==> config.mk <==
export PLATFORM = sky130hd
export DESIGN_NAME = multdiv_issue_arbiter
export DESIGN_NICKNAME = d
export VERILOG_FILES = /design/src/rtl/md_pkg.sv /design/src/rtl/md_req_slot.sv /design/src/rtl/multdiv_issue_arbiter.sv
export SDC_FILE = /design/constraint.sdc
export NUM_CORES = 1
export LEC_CHECK = 0
export ABC_CLOCK_PERIOD_IN_PS = 2980
export BUFFER_PORTS_ARGS = -buffer_cell sky130_fd_sc_hd__buf_4
export CAP_MARGIN = 25
export CORE_MARGIN = 4
export CORE_UTILIZATION = 45
export DETAILED_ROUTE_END_ITERATION = 10
export HOLD_SLACK_MARGIN = 0.05
export MAX_ROUTING_LAYER = met4
export PLACE_DENSITY = 0.71
export SYNTH_ARGS = -nofsm -noshare
export SYNTH_HDL_FRONTEND = slang
export SYNTH_HIERARCHICAL = 1
export SYNTH_SLANG_ARGS = --single-unit
==> constraint.sdc <==
create_clock -name clock -period 2.98 [get_ports clock]
set_input_delay 0.596 -clock clock [delete_from_list [all_inputs] [get_ports clock]]
set_output_delay 0.596 -clock clock [all_outputs]
set_load 0.01 [all_outputs]
==> src/rtl/md_pkg.sv <==
// Shared definitions for the mult/div issue arbiter: aluOp codes, FSM states
// and the request-slot record layout.
package md_pkg;

   localparam logic [4:0] ALU_MULT = 5'd6;
   localparam logic [4:0] ALU_DIV  = 5'd7;

   typedef enum logic [1:0] {
      ST_IDLE,
      ST_ISSUE,
      ST_WAIT,
      ST_WB
   } md_state_t;

   typedef struct packed {
      logic [4:0]  op;
      logic [31:0] op_a;
      logic [31:0] op_b;
      logic [4:0]  rd;
   } md_slot_t;

   function automatic logic is_muldiv(input logic [4:0] op);
      return (op == ALU_MULT) || (op == ALU_DIV);
   endfunction

endpackage

==> src/rtl/md_req_slot.sv <==
// One latched mult/div request (op, operands, destination). A fresh load wins
// over a forwarded operand write.
module md_req_slot
   import md_pkg::*;
(
   input  logic        clock,
   input  logic        reset,
   input  logic        load,
   input  logic [4:0]  load_op,
   input  logic [31:0] load_a,
   input  logic [31:0] load_b,
   input  logic [4:0]  load_rd,
   input  logic        fwd_a,
   input  logic        fwd_b,
   input  logic [31:0] fwd_data,
   output logic [4:0]  op,
   output logic [31:0] op_a,
   output logic [31:0] op_b,
   output logic [4:0]  rd
);

   md_slot_t slot;

   always_ff @(posedge clock) begin
      if (reset) begin
         slot <= '0;
      end else if (load) begin
         slot.op   <= load_op;
         slot.op_a <= load_a;
         slot.op_b <= load_b;
         slot.rd   <= load_rd;
      end else begin
         if (fwd_a) slot.op_a <= fwd_data;
         if (fwd_b) slot.op_b <= fwd_data;
      end
   end

   assign op   = slot.op;
   assign op_a = slot.op_a;
   assign op_b = slot.op_b;
   assign rd   = slot.rd;

endmodule

==> src/rtl/multdiv_issue_arbiter.sv <==
// Shares one multi-cycle mult/div unit between the two pipes, oldest first,
// stalling the front end and returning each result for writeback.
module multdiv_issue_arbiter
   import md_pkg::*;
#(
   parameter int TIMEOUT = 64,
   parameter int CNT_W   = 7
) (
   input  logic        clock,
   input  logic        reset,
   input  logic        dx_req,
   input  logic [4:0]  dx_aluOp,
   input  logic [31:0] dx_opA,
   input  logic [31:0] dx_opB,
   input  logic [4:0]  dx_rd,
   input  logic        dx_req2,
   input  logic [4:0]  dx_aluOp2,
   input  logic [31:0] dx_opA2,
   input  logic [31:0] dx_opB2,
   input  logic [4:0]  dx_rd2,
   input  logic        dep2A,
   input  logic        dep2B,
   output logic        md_ctrlMult,
   output logic        md_ctrlDiv,
   output logic [31:0] md_opA,
   output logic [31:0] md_opB,
   input  logic [31:0] md_result,
   input  logic        md_exception,
   input  logic        md_resultRDY,
   output logic        md_stall,
   output logic        wb_valid,
   output logic        wb_pipe,
   output logic [4:0]  wb_rd,
   output logic [31:0] wb_data,
   output logic        wb_exception
);

   localparam logic [CNT_W-1:0] CNT_LAST = CNT_W'(TIMEOUT - 1);

   md_state_t        state, next_state;
   logic             pending;
   logic             active;
   logic [CNT_W-1:0] cnt;
   logic [31:0]      cap_data;
   logic             cap_exc;

   logic        any_req, slot_load, fwd_en;
   logic [4:0]  s1_op, s2_op, s1_rd, s2_rd, act_op, act_rd;
   logic [31:0] s1_a, s1_b, s2_a, s2_b, act_a, act_b;

   assign any_req   = dx_req | dx_req2;
   assign slot_load = (state == ST_IDLE) && any_req;
   // Only a pipe-1 result can feed pipe 2, and only while pipe 2 still waits.
   assign fwd_en    = (state == ST_WB) && pending && !active;

   md_req_slot u_slot1 (
      .clock(clock), .reset(reset), .load(slot_load),
      .load_op(dx_aluOp), .load_a(dx_opA), .load_b(dx_opB), .load_rd(dx_rd),
      .fwd_a(1'b0), .fwd_b(1'b0), .fwd_data(32'd0),
      .op(s1_op), .op_a(s1_a), .op_b(s1_b), .rd(s1_rd)
   );

   md_req_slot u_slot2 (
      .clock(clock), .reset(reset), .load(slot_load),
      .load_op(dx_aluOp2), .load_a(dx_opA2), .load_b(dx_opB2), .load_rd(dx_rd2),
      .fwd_a(fwd_en && dep2A), .fwd_b(fwd_en && dep2B), .fwd_data(cap_data),
      .op(s2_op), .op_a(s2_a), .op_b(s2_b), .rd(s2_rd)
   );

   assign act_op = active ? s2_op : s1_op;
   assign act_a  = active ? s2_a  : s1_a;
   assign act_b  = active ? s2_b  : s1_b;
   assign act_rd = active ? s2_rd : s1_rd;

   always_ff @(posedge clock) begin
      if (reset) state <= ST_IDLE;
      else       state <= next_state;
   end

   always_comb begin
      next_state = state;
      case (state)
         ST_IDLE:  if (any_req) next_state = ST_ISSUE;
         ST_ISSUE: next_state = is_muldiv(act_op) ? ST_WAIT : ST_WB;
         ST_WAIT:  if (md_resultRDY || cnt == CNT_LAST) next_state = ST_WB;
         ST_WB:    next_state = pending ? ST_ISSUE : ST_IDLE;
         default:  next_state = ST_IDLE;
      endcase
   end

   // Slot selection, wait counter and result capture.
   always_ff @(posedge clock) begin
      if (reset) begin
         pending  <= 1'b0;
         active   <= 1'b0;
         cnt      <= '0;
         cap_data <= '0;
         cap_exc  <= 1'b0;
      end else begin
         case (state)
            ST_IDLE: begin
               if (any_req) begin
                  active  <= !dx_req;
                  pending <= dx_req && dx_req2;
               end
            end
            ST_ISSUE: begin
               cnt <= '0;
               if (!is_muldiv(act_op)) begin
                  cap_data <= '0;
                  cap_exc  <= 1'b0;
               end
            end
            ST_WAIT: begin
               cnt <= cnt + 1'b1;
               if (md_resultRDY) begin
                  cap_data <= md_result;
                  cap_exc  <= md_exception;
               end else if (cnt == CNT_LAST) begin
                  cap_data <= '0;
                  cap_exc  <= 1'b1;
               end
            end
            ST_WB: begin
               pending <= 1'b0;
               active  <= 1'b1;
            end
            default: ;
         endcase
      end
   end

   always_comb begin
      md_ctrlMult  = 1'b0;
      md_ctrlDiv   = 1'b0;
      md_opA       = '0;
      md_opB       = '0;
      md_stall     = 1'b0;
      wb_valid     = 1'b0;
      wb_pipe      = 1'b0;
      wb_rd        = '0;
      wb_data      = '0;
      wb_exception = 1'b0;
      case (state)
         ST_IDLE: md_stall = any_req;
         ST_ISSUE: begin
            md_stall    = 1'b1;
            md_ctrlMult = (act_op == ALU_MULT);
            md_ctrlDiv  = (act_op == ALU_DIV);
            md_opA      = act_a;
            md_opB      = act_b;
         end
         ST_WAIT: begin
            md_stall = 1'b1;
            md_opA   = act_a;
            md_opB   = act_b;
         end
         ST_WB: begin
            // Stall drops in the last WB so DX advances as the FSM returns to IDLE.
            md_stall     = pending;
            wb_valid     = 1'b1;
            wb_pipe      = active;
            wb_rd        = act_rd;
            wb_data      = cap_data;
            wb_exception = cap_exc;
         end
         default: ;
      endcase
   end

endmodule

# == Word-level counts from Yosys, hierarchy flattened ==
# Index checks and enable logic that the tools add are counted.
# word_totals
regBits,192
word_cells,80
output_inout_bits,107
input_bits,188
# op_classes
bitwise,1
n_mux,35
n_reduce_logical,19
n_eq_ne,10
addsub,1
# ops
cell,count
two-way mux 32 bit,10
two-way mux 64 bit,1
one-hot mux 32 bit (2 select lines),1
two-way mux 5 bit,3
one-hot mux 7 bit (2 select lines),1
two-way mux 1 bit,12
== test 5 x 3 -> 1 bit (second input constant),2
one-hot mux 2 bit (4 select lines),1
nonzero test 2 bit,4
adder 7 x 1 -> 7 bit (second input constant),1
== test 7 x 6 -> 1 bit (second input constant),1
logical AND 1 bit,6
!= test 2 bit (second input constant),3
one-hot mux 1 bit (2 select lines),3
== test 2 bit (second input constant),2
two-way mux 2 bit,2
AND reduction 2 bit,2
!= test 3 bit (second input constant),1
one-hot mux 1 bit (3 select lines),1
AND reduction 3 bit,1
== test 2 x 1 -> 1 bit (second input constant),1
zero test 1 bit,2
zero test 2 bit,1
logical OR 1 bit,2
2 further kinds,2

# == Logic depth before layout (Yosys ltp) ==
# logic_depth
word_depth,6
ltp_mapped,8
ltp_nobuf,6

# == Modules after synthesis ==
# The synthesis kept the hierarchy.
# modules_own_cells
module,n_inst,area_each_um2,cells_each,seq_area_each_um2
md_req_slot,2,3459.6,317,1481.4
multdiv_issue_arbiter,1,3393.3,426,880.8

# == Least setup slack after synthesis ==
# OpenSTA, ideal clock, no wires.
# synth_timing
kind,register to output
start,reg state[0]
end,out md_opA[10]
t_required_ns,2.384
n_path_buf,2
path_slack_ns,0.765
arrival_time_ns,1.619
path_stages_with_launch,7
path_cell_list,dfxtp_1 inv_1 ha_1 inv_2 clkbuf_1 buf_1 nor2_1
# synth_between
elab_chain_cells,3
elab_cells_between_ends,4
classes_between,eq/ne: 2; mux: 1; reduce/logical: 1
# synth_lines
item,line_no,rtl
"start, declared",multdiv_issue_arbiter.sv:40,"md_state_t state, next_state;"
"start signal, assigned",multdiv_issue_arbiter.sv:77,else state <= next_state;
== test 2 bit or == test 2 x 1 -> 1 bit (tied branches),multdiv_issue_arbiter.sv:144,case (state)
OR reduction 2 bit (no source line) *,--,
two-way mux 32 bit *,multdiv_issue_arbiter.sv:144,
"end, declared",multdiv_issue_arbiter.sv:25,"output logic [31:0] md_opA,"
# Mark *: on every way between the ends. The rest lies on a longest branch, timed or not.

# == Final worst setup path ==
# layout_timing
start,reg state[0]
end,out md_opA[5]
# The elaborated chain is that of the path after synthesis.

==> metrics <==
CTS Buffer Depth 2; syn_area_per_cell 9.73 µm²; total CTS buffers 17; Port Buffers 294; Die ar. 25400 µm²; WP buf/inv 4; grt peak-use layer met2; Mapped Cells 1060; Critical Path AT 2180 ps; first-pass GRT wire length 49.1 mm; Synth area leaders dfxtp_1 (37%), mux2i_1 (21%), a211oi_1 (8.6%); Starting Density 45.7%; crit share post-route 93.0%; data required time at the worst endpoint 2380 ps; Post-synth EDFFs 0; Boundary Pins 295; hold path endpoint u_slot2/op[2]; number of nets in the layout ~1600; yosys warns 6; First-pass DRT Iterations 5; # Post-CTS Setup Buffers 0; total internal power ~0.0065 W; GR Util met3 under 10%; crit start category flop; crit end category output pin; final WL about 31 mm; end-of-flow core utilization 58.4%; Worst-Skew Late Latency 430 ps; Placer Congestion 0.854; Yosys top cell area share 37.3%; Post-DRT Antenna Nets 0; CTS Sinks 192; DIE HEIGHT between 150 and 200 µm; FF-to-FF setup slack 660 ps; drt initial violations 565; CP max FO 40; Switching Share 39.2%; Total GRT Usage 24.6%; max-slew violations 0; #FFs+latches synth 192; Worst Tran Pin Value around 660 ps; HP Start dx_aluOp2[2]; VDD IR max a little under 0.0004 V; Comb power frac between 40 and 50%; most used flip-flop cell after synthesis dfxtp_1; GRT overflow 0; Power Dens Cells approximately 810 nW/µm²; Async S/R FF share, synth 0%; Pleak between 5 and 6 nW; Yosys cell types 41; Hold Vio Cnt, Final 0; post-synth top area cell dfxtp_1; most common cell after layout, fill and taps aside buf_4; Via density 5.23; H-tree depth 4; share of cells above drive strength 1 29.6%; largest net degree at the start of global routing 101; Max-slew headroom 56.2%; skew final 13.4 ps; routed length per instance about 19 µm; kind of critical path flop to output pin; largest stage delay on the critical path 410 ps; clock slew at reported path FFs 80 ps; post-synthesis cell area 10300 µm²; clock power share 20.4%; fillcell total 2049; worst hold path depth 3; RSZ-0062 raised after global routing false; Layout Area Growth over Synthesis 27.7%; Top delay family on crit path buffers and inverters; initial antenna violation count 4; GR Util met2 40.0%; Worst Hold Class primary input to flop; Reg2Reg Depth 7; sequential share of the synthesized area 37.3%; width of the die between 150 and 200 µm; final number of setup-violating endpoints 0; Worst R2R Start state[0]; Period minus WS final approximately 2800 ps; row count 55; Fmax roughly 0.36 GHz; Hold WS 400 ps; via count 8714; CTS tree built; DRC 0; sequential share of power 35.0%; status complete, no violations; vias in the first global route 8849; global-route track usage on met1 30.7%; Core ar. 22600 µm²; worst-path cell with the longest stage delay ha_1; dpl hpwl 21.6 mm; Post-Route Setup TNS 0 ps; CTS Root Cell clkbuf_16; worst r2r dst cap_data[0]; worst-path cell chain inv_1 > ha_1 > inv_2 > buf_12 > nor2_1 > buf_4; max cap viols 0; post_cts resized 0; most frequent cells in the layout buf_4 (310), mux2i_1 (219), dfxtp_1 (191); net switching power 0.00419 W; hold_buf cts 0
-- cells in the mapped netlist, types with 4 or more instances --
cell type,n
buf_12,15
nand2_1,41
a211oi_1,118
and2_1,35
buf_6,19
inv_1,4
buf_2,20
mux2i_1,219
buf_1,11
ha_1,6
nor2b_1,136
nand4_1,34
inv_2,5
clkbuf_1,30
o21ai_2,30
a211oi_2,12
a21oi_1,6
dfxtp_1,192
nor2_1,93
-- power groups by stage --
stage	logic, W	clock network (W)	registers (W)
floorplan	0.00356	0	0.00357
global placement	0.00470	0	0.00376
detailed placement	0.00475	0	0.00379
CTS	0.00478	0.00223	0.00374
global route	0.00518	0.00235	0.00383
finish	0.00477	0.00218	0.00374
-- worst max-delay path by stage --
stage          slack [ps]  cells past startpoint  startpoint            end
2_1_floorplan         770                      6    state[0]     md_opA[10]
3_3_place_gp          740                      7     dx_req2  u_slot2/rd[4]
3_5_place_dp          690                      6    state[0]      md_opB[9]
4_1_cts               210                      6    state[0]      md_opB[9]
5_1_grt                90                      6    state[0]     md_opA[31]
6_report              210                      6    state[0]      md_opA[5]
-- area by class of cell --
| class | instances | area, µm² | area share (%) |
|---|---|---|---|
| antenna | 4 | 10.0 | 0.0760 |
| clock buffer | 17 | 425 | 3.23 |
| clock inverter | 14 | 123 | 0.931 |
| inverter | 10 | 37.5 | 0.285 |
| multi-input combinational | 826 | 5920 | 44.9 |
| sequential | 192 | 3850 | 29.2 |
| tap | 285 | 357 | 2.71 |
| timing repair buffer | 317 | 2460 | 18.7 |
-- worst reg2reg max path, delay by kind of cell, from the launching register on --
kind / cells / cell delay (ps)
AOI/OAI and AO/OA: 2 / 300
adders and majority gates: 1 / 440
buffers and inverters: 3 / 590
DFF: 1 / 380
and+or+nand+nor: 1 / 500
-- state kept, by name, summed over array words and instances, names as in the netlist --
name / cells
active: 1
u_slot2/op_a: 32
pending: 1
u_slot1/op_a: 32
cap_data: 32
u_slot1/rd: 5
u_slot2/rd: 5
state: 2
u_slot2/op_b: 32
cap_exc: 1
u_slot1/op_b: 32
u_slot2/op: 5
u_slot1/op: 5
cnt: 7
-- per-stage QoR --
| stage | power (W) | cell area (µm²) | setup WS (ps) | instances |
|---|---|---|---|---|
| after CTS | 0.0107 | 13200 | 214 | 1661 |
| after detailed placement | 0.00854 | 12600 | 689 | 1630 |
| after global routing | 0.0114 | 13200 | 86.9 | 1665 |
| final | 0.0107 | 13200 | 209 | 1665 |
| after global placement | 0.00846 | 12600 | 743 | 1630 |
| after floorplan | 0.00713 | 10600 | 765 | 1125 |
-- cells by family (layout without fill, tap and decap cells) --
family	Yosys count	after routing	synth area share, %
flops	192	192	37.3
mux	219	219	21.3
compound gates	178	178	14.0
buf+inv	107	358	7.96
fa+ha+maj	6	6	0.728
simple gates	353	353	18.4
xor+xnor	4	4	0.340
other cells	1	70	0.0364
-- layer usage --
layer  routed length [µm]  up-vias
met3                 1830       50
met4                  801        0
li1                     -     4311
met2                14900      275
met5                    0        -
met1                13700     4078
(Power assumes the default switching activity.)
